===== src/rtl/bin2bcd_conv.sv =====
// Sequential binary-to-BCD converter (shift-and-add-3). Each request converts one
// latched sample, and the packed BCD result holds until the next completion edge.
module bin2bcd_conv #(
    parameter int unsigned IN_BITS = 14,
    parameter int unsigned DIGITS  = 4
) (
    input  logic                  CLK,
    input  logic                  CLR,
    input  logic                  CE,
    input  logic                  START,
    input  logic [IN_BITS-1:0]    BIN,
    output logic                  BUSY,
    output logic                  DONE,
    output logic [4*DIGITS-1:0]   BCD,
    output logic                  OVF
);

    localparam int unsigned BCD_W = 4 * DIGITS;
    localparam int unsigned SCR_W = BCD_W + IN_BITS;
    localparam int unsigned CNT_W = $clog2(IN_BITS + 1);

    function automatic longint unsigned pow10(input int unsigned n);
        longint unsigned p;
        p = 64'd1;
        for (int unsigned i = 0; i < n; i++) begin
            p = p * 64'd10;
        end
        return p;
    endfunction

    localparam longint unsigned MAX_DEC = pow10(DIGITS) - 64'd1;
    // When every input value fits in DIGITS decimal digits, overflow cannot occur.
    localparam bit OVF_POSSIBLE = (MAX_DEC < (64'd1 << IN_BITS));

    typedef enum logic {
        S_IDLE  = 1'b0,
        S_SHIFT = 1'b1
    } state_t;

    state_t               r_state;
    state_t               w_state_nxt;
    logic [SCR_W-1:0]     r_scr;
    logic [SCR_W-1:0]     w_scr_adj;
    logic [CNT_W-1:0]     r_cnt;
    logic                 r_ovf_pend;
    logic                 r_busy;
    logic                 r_done;
    logic [BCD_W-1:0]     r_bcd;
    logic                 r_ovf;
    logic                 w_last;
    logic                 w_accept;
    logic                 w_shift;
    logic                 w_finish;
    logic                 w_ovf_in;

    // State register
    always_ff @(posedge CLK) begin
        if (CLR) begin
            r_state <= S_IDLE;
        end else begin
            r_state <= w_state_nxt;
        end
    end

    // Next-state logic
    always_comb begin
        w_state_nxt = r_state;
        case (r_state)
            S_IDLE:  if (CE && START)  w_state_nxt = S_SHIFT;
            S_SHIFT: if (CE && w_last) w_state_nxt = S_IDLE;
            default: w_state_nxt = S_IDLE;
        endcase
    end

    // Output / datapath decode
    always_comb begin
        w_last   = (r_cnt == CNT_W'(IN_BITS));
        w_accept = (r_state == S_IDLE)  && CE && START;
        w_shift  = (r_state == S_SHIFT) && CE && !w_last;
        w_finish = (r_state == S_SHIFT) && CE && w_last;
        w_ovf_in = OVF_POSSIBLE && (64'(BIN) > MAX_DEC);
        w_scr_adj = r_scr;
        for (int unsigned k = 0; k < DIGITS; k++) begin
            if (r_scr[IN_BITS + 4*k +: 4] >= 4'd5) begin
                w_scr_adj[IN_BITS + 4*k +: 4] = r_scr[IN_BITS + 4*k +: 4] + 4'd3;
            end
        end
    end

    // Scratch, counter and registered outputs; DONE self-clears regardless of CE
    always_ff @(posedge CLK) begin
        if (CLR) begin
            r_scr      <= '0;
            r_cnt      <= '0;
            r_ovf_pend <= 1'b0;
            r_busy     <= 1'b0;
            r_done     <= 1'b0;
            r_bcd      <= '0;
            r_ovf      <= 1'b0;
        end else begin
            r_done <= 1'b0;
            if (w_accept) begin
                r_scr      <= {BCD_W'(0), BIN};
                r_cnt      <= '0;
                r_ovf_pend <= w_ovf_in;
                r_busy     <= 1'b1;
            end else if (w_shift) begin
                r_scr <= {w_scr_adj[SCR_W-2:0], 1'b0};
                r_cnt <= r_cnt + CNT_W'(1);
            end else if (w_finish) begin
                r_bcd  <= r_ovf_pend ? {DIGITS{4'h9}} : r_scr[SCR_W-1 -: BCD_W];
                r_ovf  <= r_ovf_pend;
                r_done <= 1'b1;
                r_busy <= 1'b0;
            end
        end
    end

    assign BUSY = r_busy;
    assign DONE = r_done;
    assign BCD  = r_bcd;
    assign OVF  = r_ovf;

endmodule


===== config.mk =====
export PLATFORM = sky130hd
export DESIGN_NAME = bin2bcd_conv
export DESIGN_NICKNAME = d
export VERILOG_FILES = /design/src/rtl/bin2bcd_conv.sv
export SDC_FILE = /design/constraint.sdc
export NUM_CORES = 1
export LEC_CHECK = 0
export ABC_AREA = 1
export CORE_MARGIN = 4
export CORE_UTILIZATION = 45
export DETAILED_ROUTE_END_ITERATION = 8
export GPL_ROUTABILITY_DRIVEN = 0
export HOLD_SLACK_MARGIN = 0.12
export PLACE_DENSITY = 0.71
export SLEW_MARGIN = 30
export SYNTH_ARGS = -nofsm -noshare
export SYNTH_HDL_FRONTEND = slang
export SYNTH_SLANG_ARGS = --single-unit

===== constraint.sdc =====
create_clock -name CLK -period 2 [get_ports CLK]
set_input_delay 0.5 -clock CLK [delete_from_list [all_inputs] [get_ports CLK]]
set_output_delay 0.5 -clock CLK [all_outputs]
set_load 0.1 [all_outputs]

Word-level counts from Yosys, hierarchy flattened. Index checks and enable logic that the tools add are counted.

Flip-flop bits (word level): 55. Input port bits: 18. Word-level logic and storage cells: 52. Output and inout bits: 19.

Bitwise operators: 3. $lt $le $gt $ge: 5. Mux-type cells: 14. Reduce and logical (&&, ||, !) cells: 14. Equality and inequality tests: 2. Add/sub/neg operators: 5.

Operator list (number): 14-bit 2-to-1 mux (2); 4-bit by 3-bit >= comparator with 1-bit output, second input constant (4); 16-bit 2-to-1 mux (1); 14-bit > comparator, second input constant (1); 4-bit by 2-bit adder with 4-bit output, second input constant (3); 4-bit 2-to-1 mux (3); 1-bit logical AND (7); 1-bit 2-to-1 mux (6); 4-bit by 1-bit adder with 4-bit output, second input constant (1); 4-bit == test, second input constant (1); 2-bit nonzero test (2); 3-bit by 2-bit adder with 3-bit output, second input constant (1); 3-bit 2-to-1 mux (1); 1-bit NOT (3); 3-bit AND reduction (1); 3-bit OR reduction (1); 2-bit inequality test, second input constant (1); 1-bit case mux with 2 select lines (1); 2-bit AND reduction (1); 2-bit OR reduction (1); 1-bit zero test (1).

Logic depth before layout (Yosys ltp).
Depth after elaboration: 5. Depth in mapped cells: 10. Gate-level depth less buffers: 10.

Worst setup path before layout. OpenSTA, ideal clock, no wires.

Path type: reg2out. From: register r_ovf, in the netlist OVF. To: output OVF. Data arrival time: 925 ps. Required time: 1500 ps. Buffers on the path: 0. Cell stages (with the launch flop): 1. Setup slack: 575 ps. Path through: dfxtp_1.

RTL lines: from (decl) (line 49) `logic r_ovf;`; from (signal assigned) (line 112) `r_ovf <= r_ovf_pend;`; to (decl) (line 15) `output logic OVF`.

No word-level cell between the ends.

Final worst setup path.
From: register r_cnt[0]. To: register r_scr[23].

Word-level cells in the longest chain between the ends: 3.

Ends and longest elaborated chain: from (decl) (line 44) `logic [CNT_W-1:0] r_cnt;`; from (signal assigned) (line 109) `r_cnt <= r_cnt + CNT_W'(1);`; 4-bit == test (line 77) `w_last = (r_cnt == CNT_W'(IN_BITS));`; 1-bit zero test (line 79) `w_shift = (r_state == S_SHIFT) && CE && !w_last;`; 1-bit logical AND (line 79); to (signal assigned) (line 103) `r_scr <= {BCD_W'(0), BIN};`; to (signal assigned) (line 108) `r_scr <= {w_scr_adj[SCR_W-2:0], 1'b0};`; to (decl) (line 42) `logic [SCR_W-1:0] r_scr;`.

No other way between the ends. A chain may end at the register's enable or synchronous reset.

==> results.toml <==
[routing]
num_vias = 2421
first_iter_violations = 120
firstDrtPassIters = 4
wirelength_um = 5860
route.detailed.drc = 0
vias_per_cell = 5.09
drtAntennaViolNets = 0
wl_per_cell_um = 12.3

[status]
status = "completed"

[floorplanning]
initial_core_util_pct = 47.3
io-pin-count = 37
die_width_um = 84.8
core-area_um2 = 5610
rows = 27
die-area_um2 = 7180
die_h_um = 84.8

[setup_path]
critPathBufInv = 3
cp_common_cell = "inv_1"
path_cells = "inv_1 > ha_1 > nand3_4 > nand2_8 > inv_6 > nand3_1 > nand2_1 > inv_1"
critPathSlowestCell = "dfxtp_1"
cp-endpoint = "r_scr[23]"
critPathLaunch = "r_cnt[0]"
critPathCaptureType = "flop"
arrival_ns = 1.88
worstRegToRegCells = 8
critPathMaxFanout = 35
cp.depth = 8
cp-start-kind = "flop"
regToRegEndpoint = "r_scr[23]"
r2r_setup_slack_ns = 0.33
slowest_delay_ns = 0.39
cp_data_required_time_ns = 2.22
path_delay_family = "simple AND/OR/NAND/NOR gates"
worstSetupPathType = "reg -> reg"
r2r_start = "r_cnt[0]"

[cells_and_area]
fillers = 543
diodes = 0
syn2layout_area_growth_pct = 24.3
drive_above_1_share_pct = 13.4
num-nets-final = 431
final_area_um2 = 3290

[job]
cap_violations = 0

[synth]
yosys.area.top_type = "dfxtp_1"
syn_area_per_cell_um2 = 7.26
synthFlopType = "dfxtp_1"
ys_warn_count = 0
synth_area_leaders = "dfxtp_1 (42%), nand2_1 (12%), nand3_1 (9.4%)"
synth_top_area_share_pct = 41.5
synth_seq_cells = 55
async_flop_share_pct = 0
synth-edff-count = 0
ys_seq_area_share_pct = 41.5
synthTopCellsByCount = "nand2_1 (84), dfxtp_1 (55), nand3_1 (50)"
syn-num-nets = 393
synthCells = 365
synth_cell_types = 31
netlist_area_um2 = 2650
yosysMostFrequentCell = "nand2_1"

[sta]
max_freq_mhz = 600
finalSetupViolCount = 0
min_period_ns = 1.67
relSlewSlack_pct = 70.6
slew_viol_final = 0
finClkSkew_ns = 0.00727
rsz0062_at_grt = "no"
fin_setup_tns_ns = 0
tightest_slew_ns = 0.440
hold_violations = 0
min_period_over_period_pct = 83.3

[grt]
overflow = 0
first_global_vias = 2257
grt_use_total_pct = 16.9
grt_pass1_wl_um = 10100
antenna_found_initial = 0
grt_start_max_net_pins = 36

[cts]
cts_buffers = 5
root_buffer = "clkbuf_8"
cts.sinks = 55
cts_tree = "done"
cts_hold_buf = 0
clock_latency_ns = 0.31
h-tree-depth = 2
cts.clk_slew.worst_paths_ns = 0.10
clockBufferDepth = 2

[worst_hold_path]
hp-class = "reg -> reg"

[placed_design]
io_buffers = 36
placed_area_um2 = 3200
hpwl_um = 4220

[power_and_ir_drop]
power.density_nw_per_um2 = 601
p_total_uw = 1980
leakage_uw = 0.00134
ir_drop_mv = 0.341
[report_power, final]
| group | internal (uW) | switching [uW] | leakage [uW] |
|---|---|---|---|
| Sequential | 1120 | 23.4 | 0.000446 |
| Combinational | 94.0 | 126 | 0.000858 |
| Clock | 245 | 370 | 0.0000402 |
[layout make-up]
cell class / count / area, um2 / area share (%)
multi-input combinational: 252 / 1280 / 38.9
clock inverter: 3 / 20.0 / 0.608
timing repair buffer: 46 / 563 / 17.1
inverter: 43 / 171 / 5.20
sequential: 55 / 1100 / 33.4
clock buffer: 5 / 68.8 / 2.09
tap: 72 / 90.1 / 2.73
[layout by cell type (no fill, tap or decap), drive strengths merged, types with 5 or more instances in the layout]
master         count
nand3             52
o21ai             30
inv               42
buf               29
nor2              37
clkdlybuf4s50     17
nand2             87
ha                10
a31oi              9
a21oi             23
clkbuf             5
dfxtp             55
[registers in the layout, indices dropped and copies added (netlist names)]
| register | cells |
|---|---|
| OVF | 1 |
| r_state | 1 |
| BCD | 16 |
| DONE | 1 |
| r_scr | 30 |
| r_ovf_pend | 1 |
| r_cnt | 4 |
| BUSY | 1 |
[worst reg2reg max path, cell delays in order, from the launching register on]
cell	delay, ns
dfxtp_1	0.39
inv_1	0.08
ha_1	0.23
nand3_4	0.21
nand2_8	0.22
inv_6	0.23
nand3_1	0.12
nand2_1	0.08
inv_1	0.04
[per-stage QoR]
| step | utilization [%] | hold WS [ns] | std cells | setup WS (ns) |
|---|---|---|---|---|
| after floorplan | - | 0.443 | 365 | 0.575 |
| after global placement | 57.1 | 0.444 | 468 | 0.0472 |
| after CTS | 58.7 | 0.478 | 476 | 0.188 |
| final | 58.7 | 0.472 | 476 | 0.335 |
| after detailed placement | 57.1 | 0.452 | 468 | 0.00610 |
| after global routing | 58.7 | 0.524 | 476 | 0.164 |
[kinds of logic after synthesis]
logic type	count (synthesis)	share of synthesized area, %
buf+inv	58	10.3
flops	55	41.5
fa+ha+maj	10	4.72
simple gates	178	30.4
compound gates	64	13.1
[metal layers]
metal	part of all wire [%]	routed length (um)	GRT usage (%)	vias to the layer above
li1	-	-	-	1259
met1	46	2690	21.0	1091
met2	47	2770	30.1	61
met3	5.2	307	2.85	10
met4	1.6	93	4.46	0
met5	0	0	0	-
[worst min-delay path by stage]
stage / from / endpoint / cells after the start
CTS: BCD[5] / BCD[5] / 2
floorplan: r_scr[0] / r_scr[0] / 2
finish: BCD[5] / BCD[5] / 2
global placement: BCD[6] / BCD[6] / 2
detailed placement: BCD[5] / BCD[5] / 2
global route: r_scr[9] / r_scr[9] / 2
[timing repair]
action,in CTS,in global routing
setup buffers,0,0
endpoints found under the hold margin,0,0
endpoints found under the setup margin,0,1
resized for setup,0,1
No activity file was read; power rests on OpenSTA's default activity.
==> variant, RTL diff (config.mk and constraints unchanged) <==
Register the inputs `CLR`, `CE`, `START` and `BIN` before use, without a reset. The logic sees them one clock later. Comments in the files are not updated.
--- a/src/rtl/bin2bcd_conv.sv
+++ b/src/rtl/bin2bcd_conv.sv
@@ -19,4 +19,16 @@
     localparam int unsigned SCR_W = BCD_W + IN_BITS;
     localparam int unsigned CNT_W = $clog2(IN_BITS + 1);
+
+    logic CLR_q;
+    logic CE_q;
+    logic START_q;
+    logic [IN_BITS-1:0] BIN_q;
+
+    always_ff @(posedge CLK) begin
+        CLR_q   <= CLR;
+        CE_q    <= CE;
+        START_q <= START;
+        BIN_q   <= BIN;
+    end
 
     function automatic longint unsigned pow10(input int unsigned n);
@@ -56,5 +68,5 @@
     // State register
     always_ff @(posedge CLK) begin
-        if (CLR) begin
+        if (CLR_q) begin
             r_state <= S_IDLE;
         end else begin
@@ -67,6 +79,6 @@
         w_state_nxt = r_state;
         case (r_state)
-            S_IDLE:  if (CE && START)  w_state_nxt = S_SHIFT;
-            S_SHIFT: if (CE && w_last) w_state_nxt = S_IDLE;
+            S_IDLE:  if (CE_q && START_q)  w_state_nxt = S_SHIFT;
+            S_SHIFT: if (CE_q && w_last) w_state_nxt = S_IDLE;
             default: w_state_nxt = S_IDLE;
         endcase
@@ -76,8 +88,8 @@
     always_comb begin
         w_last   = (r_cnt == CNT_W'(IN_BITS));
-        w_accept = (r_state == S_IDLE)  && CE && START;
-        w_shift  = (r_state == S_SHIFT) && CE && !w_last;
-        w_finish = (r_state == S_SHIFT) && CE && w_last;
-        w_ovf_in = OVF_POSSIBLE && (64'(BIN) > MAX_DEC);
+        w_accept = (r_state == S_IDLE)  && CE_q && START_q;
+        w_shift  = (r_state == S_SHIFT) && CE_q && !w_last;
+        w_finish = (r_state == S_SHIFT) && CE_q && w_last;
+        w_ovf_in = OVF_POSSIBLE && (64'(BIN_q) > MAX_DEC);
         w_scr_adj = r_scr;
         for (int unsigned k = 0; k < DIGITS; k++) begin
@@ -90,5 +102,5 @@
     // Scratch, counter and registered outputs; DONE self-clears regardless of CE
     always_ff @(posedge CLK) begin
-        if (CLR) begin
+        if (CLR_q) begin
             r_scr      <= '0;
             r_cnt      <= '0;
@@ -101,5 +113,5 @@
             r_done <= 1'b0;
             if (w_accept) begin
-                r_scr      <= {BCD_W'(0), BIN};
+                r_scr      <= {BCD_W'(0), BIN_q};
                 r_cnt      <= '0;
                 r_ovf_pend <= w_ovf_in;
Behaviour: not the same (a bounded check fails within 4 cycles, from zero or initial values).
==> variant against the unedited design <==
Count of clock-buffer cells in the layout grew 6. Total power grew 50%. Sequential cell count grew 17. Synthesized cell count is 2.7% higher. First-iteration DRC count grew 8.3%. Cell area up 12%. Combinational power decreased by 14%. Utilization decreased by 0.24 points. Setup slack worse by 0.081 ns. Synthesized area up 10%. Clock skew down 0.00099 ns. Wire length increased by 4.3%.
==> variant: results (changes against the unedited design) <==
| Metric | Value |
|---|---|
| Avg WL per Cell | `12.4 µm (was 12.3 µm)` |
| Layout cells sized above 1 | `12.0% (was 13.4%)` |
| Hold Path Sink | `r_scr[0] (was BCD[5])` |
| Largest net degree at the start of global routing | `23 (was 36)` |
| Metal3 WL | `333 µm (was 307 µm)` |
| Post-Route Skew | `0.00628 ns (was 0.00727 ns)` |
| Max layer used | `met4 (unchanged)` |
| Cells after Synth | `375 (was 365)` |
| Filler instances | `599 (was 543)` |
| Nets@finish | `441 (was 431)` |
| GR Layer Usage met3 | `4.19% (was 2.85%)` |
| Vias in the first global route | `2,387 (was 2,257)` |
| RR Endpoint | `r_scr[29] (was r_scr[23])` |
| Outcome | `finished, final reports clean (unchanged)` |
| First DRT Iteration DRCs | `130 (was 120)` |
| CP peak stage delay | `0.38 ns` |
| Placed cell count | `479 (was 468)` |
| Crit path capture | `r_scr[29] (was r_scr[23])` |
| P_leak | `0.00153 µW (was 0.00134 µW)` |
| Reg-to-reg slack, setup | `0.25 ns (was 0.33 ns)` |
| Yosys cell types | `25 (was 31)` |
| Worst Hold Launch | `BIN_q[0] (was BCD[5])` |
| Hpwl dp | `4310 µm (was 4220 µm)` |
| Worst vdd ir | `0.000575 V (was 0.000341 V)` |
| Met2 Use GR | `29.9% (was 30.1%)` |
| Worst slew pin tran | `0.384 ns (was 0.440 ns)` |
| Met1 WL | `2790 µm (was 2690 µm)` |
| GRT Util Overall | `17.6% (was 16.9%)` |
| Synth Net Count | `403 (was 393)` |
| Worst-case reg-to-reg path depth | `7 (was 8)` |
| H-tree depth | `3 (was 2)` |
| Via Count | `2,510 (was 2,421)` |
| Post-Place Cell Area | `0.00347 mm² (was 0.00320 mm²)` |
| Clock slew at reported path FFs | `0.07 ns (was 0.10 ns)` |
| Total CTS buffers | `9 (was 5)` |
| Sequential-to-total area share from yosys stat | `49.3% (was 41.5%)` |
| Ys async rst share | `0% (unchanged)` |
| Met2 Wirelength | `2910 µm (was 2770 µm)` |
| Met1 Use GR | `21.0% (about the same)` |
| First-pass GRT wire length | `10,600 µm (was 10,100 µm)` |
| Final WL | `6120 µm (was 5860 µm)` |
| Most frequent cells after synthesis | `nand2_1, dfxtp_1, nand3_1 (unchanged)` |
| Top post-synthesis cells by area | `dfxtp_1, nand2_1, nand3_1, inv_1, nor2_1 (was dfxtp_1, nand2_1, nand3_1, inv_1, o21ai_0)` |
| Critical Path AT | `2.02 ns (was 1.88 ns)` |
| Worst-Skew Late Latency | `0.35 ns (was 0.31 ns)` |
| Crit-path max FO | `22 (was 35)` |
variant: kinds of logic after synthesis:
group	count (synthesis)	share of synthesized area, %
AOI/OAI and AO/OA	60	11.0
adders and majority gates	10	4.28
DFF	72	49.3
and+or+nand+nor	181	27.2
buffers and inverters	52	8.09
variant: final cells by class:
type	instances	area (µm²)	area share [%]
inverter	39	148	4.00
tap	77	96.3	2.61
multi-input combinational	251	1240	33.7
clock inverter	5	80.1	2.17
clock buffer	11	141	3.83
timing repair buffer	40	543	14.7
sequential	72	1440	39.0
variant: through the flow:
step	util [%]	worst slack (ns)	hold slack, ns	power (µW)
after global routing	58.5	0.0142	0.484	3090
after detailed placement	55.0	0.256	0.452	1730
final	58.5	0.253	0.458	2970
after global placement	55.0	0.304	0.439	1730
after CTS	58.5	0.248	0.460	2990
after floorplan	-	0.575	0.429	1660
variant: power by group:
part	internal (µW)	switching (µW)
combinational	79.7	111
sequential	1480	30.0
clock	734	532
